File: src/rtl/seq_detector_param.sv
// Parametrised serial pattern detector: matches the last N enabled samples of x against PATTERN,
// emits a registered one-cycle pulse per match and keeps a saturating match count.
module seq_detector_param #(
   parameter int unsigned    N       = 4,
   parameter logic [N-1:0]   PATTERN = 4'b1011,
   parameter int unsigned    CNT_W   = 8
) (
   input  logic             clk,
   input  logic             rst,
   input  logic             en,
   input  logic             clr,
   input  logic             x,
   input  logic             overlap,
   output logic             Z,
   output logic [CNT_W-1:0] match_cnt,
   output logic             sat
);

   localparam int unsigned FW = $clog2(N + 1);
   localparam logic [FW-1:0]    FILL_MAX = FW'(N);
   localparam logic [FW-1:0]    FILL_ARM = FW'(N - 1);
   localparam logic [FW-1:0]    FILL_ONE = FW'(1);
   localparam logic [CNT_W-1:0] CNT_MAX  = '1;
   localparam logic [CNT_W-1:0] CNT_ONE  = CNT_W'(1);

   logic [N-1:0]     hist;
   logic [FW-1:0]    fill;
   logic [N-1:0]     nxt;
   logic             hit;
   logic [CNT_W-1:0] cnt_inc;

   // A window only counts once N-1 real samples precede x, so zeroed history never matches.
   always_comb begin
      nxt     = {hist[N-2:0], x};
      hit     = (fill >= FILL_ARM) && (nxt == PATTERN);
      cnt_inc = match_cnt + CNT_ONE;
   end

   always_ff @(posedge clk or posedge rst) begin
      if (rst) begin
         hist      <= '0;
         fill      <= '0;
         Z         <= 1'b0;
         match_cnt <= '0;
         sat       <= 1'b0;
      end else if (clr) begin
         hist      <= '0;
         fill      <= '0;
         Z         <= 1'b0;
         match_cnt <= '0;
         sat       <= 1'b0;
      end else if (!en) begin
         Z <= 1'b0;
      end else begin
         hist <= nxt;
         Z    <= hit;
         // Non-overlapping mode restarts the fill so no bit of the matched window is reused.
         if (hit && !overlap) begin
            fill <= '0;
         end else if (fill != FILL_MAX) begin
            fill <= fill + FILL_ONE;
         end
         if (hit && (match_cnt != CNT_MAX)) begin
            match_cnt <= cnt_inc;
         end
         if ((hit && (cnt_inc == CNT_MAX)) || (match_cnt == CNT_MAX)) begin
            sat <= 1'b1;
         end
      end
   end

endmodule

File: config.mk
export PLATFORM = sky130hd
export DESIGN_NAME = seq_detector_param
export DESIGN_NICKNAME = d
export VERILOG_FILES = /design/src/rtl/seq_detector_param.sv
export SDC_FILE = /design/constraint.sdc
export NUM_CORES = 1
export LEC_CHECK = 0
export ABC_AREA = 1
export BUFFER_PORTS_ARGS = -buffer_cell sky130_fd_sc_hd__buf_2
export CORE_ASPECT_RATIO = 0.8
export CORE_UTILIZATION = 29
export CTS_CLUSTER_DIAMETER = 150
export CTS_CLUSTER_SIZE = 8
export DETAILED_ROUTE_END_ITERATION = 16
export GPL_TIMING_DRIVEN = 0
export SETUP_SLACK_MARGIN = 0.4
export SLEW_MARGIN = 20
export SYNTH_ARGS = -nofsm -noshare
export SYNTH_HDL_FRONTEND = slang
export SYNTH_SLANG_ARGS = --single-unit
File: constraint.sdc
create_clock -name clk -period 2.14 [get_ports clk]
set_input_delay 0.321 -clock clk [delete_from_list [all_inputs] [get_ports clk]]
set_output_delay 0.321 -clock clk [all_outputs]
set_load 0.02 [all_outputs]
==> results.cfg <==
[finish]
fin_area_um2 = 1230
layout_common_cells = nand2_1, inv_1, dfrtp_1, buf_2, nand3_1
multi_input_area_um2 = 522
fillCellCount = 327
fin_nets = 164
seq_area_um2 = 402
drive_above_1_share_pct = 32.2
postLayoutCoreUtil_pct = 39.7
area_growth_pct = 29.0
final_common_cell = nand2_1
num_antenna_cells = 0

[flow_run]
maxCapViolCount = 0

[cts]
clock_sinks = 16
htreeDepth = 1
clk_latency_ps = 250
clockRootBuffer = clkbuf_8
clock_path_buffers = 2
path_clk_slew_ps = 70
numCtsBuffers = 3
cts_tree = yes
ctsHoldBuffers = 0

[yosys]
synth_cells = 128
mappedNetlistArea_um2 = 957
yosysWarnings = 0
ys_seq_area_share_pct = 41.8
syn_nets = 139
syn_area_per_cell_um2 = 7.48
synth.distinct_cells = 19
ys_seq_elements = 16

[grt]
grt.total_usage_pct = 12.9
grt-ovfl-total = 0
grt_max_degree = 17
grt_pass1_vias = 727
antenna_found_initial = 0
grt_first_pass_wirelength_um = 3400

[placed_design]
dpl.hpwl_um = 1510
place_congestion = 0.818
dp_worst_setup_slack_ps = 369
io_buffers = 15
place_area_um2 = 1080

[power]
ir_drop_mv = 0.466
cellPowerDensity_nw_per_um2 = 573
leakage_uw = 0.000581

[floorplan]
num_rows = 18
die_h_um = 53.4
core_um2 = 3110
initial_utilization_pct = 30.8
die_w_um = 66.2
dieArea_um2 = 3540
ioPinCount = 16

[critical_path]
cp_slowest_cell = dfrtp_1
critPathRequiredTime_ps = 2320
cp_num_buf_inv = 2
crit_family = simple AND/OR/NAND/NOR gates
crit_arrival_ps = 1880
cp_cell_sequence = ha_2 > ha_4 > nor2_4 > nand2_2 > inv_2 > nor2_4 > nand2_2 > nand2_4 > o21ai_2 > buf_4 > nand2_1 > o21ai_1
worst_setup_path_end_kind = register
cp_slowest_stage_delay_ps = 410
crit_fanout = 3
critPathKind = register to register
startpoint_type = register

[timing]
max_freq_ghz = 0.589
layout_setup_ws_ps = 443
finalHoldViolations = 0
worstMarginPinSlew_ps = 644
relSlewSlack_pct = 57.0
setup_tns_ps = 0
drv_slew = 0
finClkSkew_ps = 1.54
rsz0062_at_grt = true
min_period_ps = 1700
finalCritPeriodShare_pct = 79.3
setup_violations = 0

[route]
wl_per_cell_um = 11.3
drc_errors = 0
dr.pass1.iters = 5
ant_nets = 0
num_vias = 908
vias_per_cell = 4.73
drt_iter0_drc = 35
wl_um = 2160

[outcome]
outcome = finished clean

[worst_hold_path]
min_path_type = input port to async pin
## state kept, by name, summed over array words and instances (netlist names)
signal / count
hist: 3
match_cnt: 8
Z: 1
sat: 1
fill: 3
## power breakdown
part           switching [µW]  leakage (µW)  internal, µW
clock network             111     0.0000288           163
registers                12.8      0.000218           315
logic                    63.0      0.000335          42.6
## worst paths after layout
path / from / endpoint / slack, ps / depth (start not counted)
max: fill[1] / fill[1] / 440 / 12
min: rst / Z / 150 / 2
max reg2reg: fill[1] / fill[1] / 440 / 12
min reg2reg: sat / sat / 530 / 2
max in group asynchronous: rst / match_cnt[1] / 1540 / 2
min in group clk: clr / sat / 300 / 2
## metal layers
| metal | vias up | wire, µm | global-route usage [%] |
|---|---|---|---|
| met2 | 29 | 903 | 18.0 |
| met4 | 0 | 14 | 2.13 |
| met3 | 2 | 140 | 4.31 |
| met1 | 418 | 1100 | 19.1 |
| met5 | - | 0 | 0 |
| li1 | 459 | - | - |
## through the flow
step / total power [µW] / hold WS, ps / std cells
finish: 707 / 147 / 192
global route: 738 / 213 / 192
CTS: 678 / 178 / 187
detailed placement: 406 / 449 / 183
global placement: 403 / 441 / 183
floorplan: 383 / 235 / 128
## cells in the mapped netlist
cell / n / share of area [%]
a21oi_1: 3 / 1.6
nor2_1: 8 / 3.1
nand2_2: 3 / 2.0
dfrtp_1: 16 / 42
clkbuf_1: 1 / 0.39
nor2_4: 2 / 2.4
o21ai_1: 11 / 5.8
ha_1: 5 / 6.5
nor4_2: 1 / 1.3
a211oi_1: 1 / 0.78
inv_2: 4 / 1.6
clkinv_1: 1 / 0.39
o21ai_0: 2 / 1.0
nand4_1: 4 / 2.6
a21oi_2: 1 / 0.92
nand3_1: 14 / 7.3
o21ai_2: 1 / 0.92
inv_1: 19 / 7.5
nand2_1: 31 / 12
## cell type report
type,instances,share of cell area (%)
Multi-Input combinational cell,87,42.2
Sequential cell,16,32.5
Timing Repair Buffer,20,9.12
Inverter,24,7.29
Clock buffer,4,4.46
Tap cell,40,4.05
Buffer,1,0.304
## worst register-to-register path, stage by stage, from the launching register on
cell     delay (ps)
dfrtp_1         410
ha_2            210
ha_4            160
nor2_4          100
nand2_2          60
inv_2            80
nor2_4           50
nand2_2         100
nand2_4          60
o21ai_2         170
buf_4           140
nand2_1          40
o21ai_1          60
## timing repair
item | CTS | global route
setup buffers | 0 | 5
pin swaps | 0 | 6
endpoints found under the setup margin | 2 | 12
gates resized for setup | 1 | 16
## cells by family (layout without fill, tap and decap cells)
family,after synthesis,after routing,share of synthesized area (%)
AOI/OAI and AO/OA,19,19,11.0
DFF,16,16,41.8
and+or+nand+nor,63,63,30.8
buffers and inverters,25,49,9.80
adders and majority gates,5,5,6.54
No activity file was read; power rests on OpenSTA's default activity.
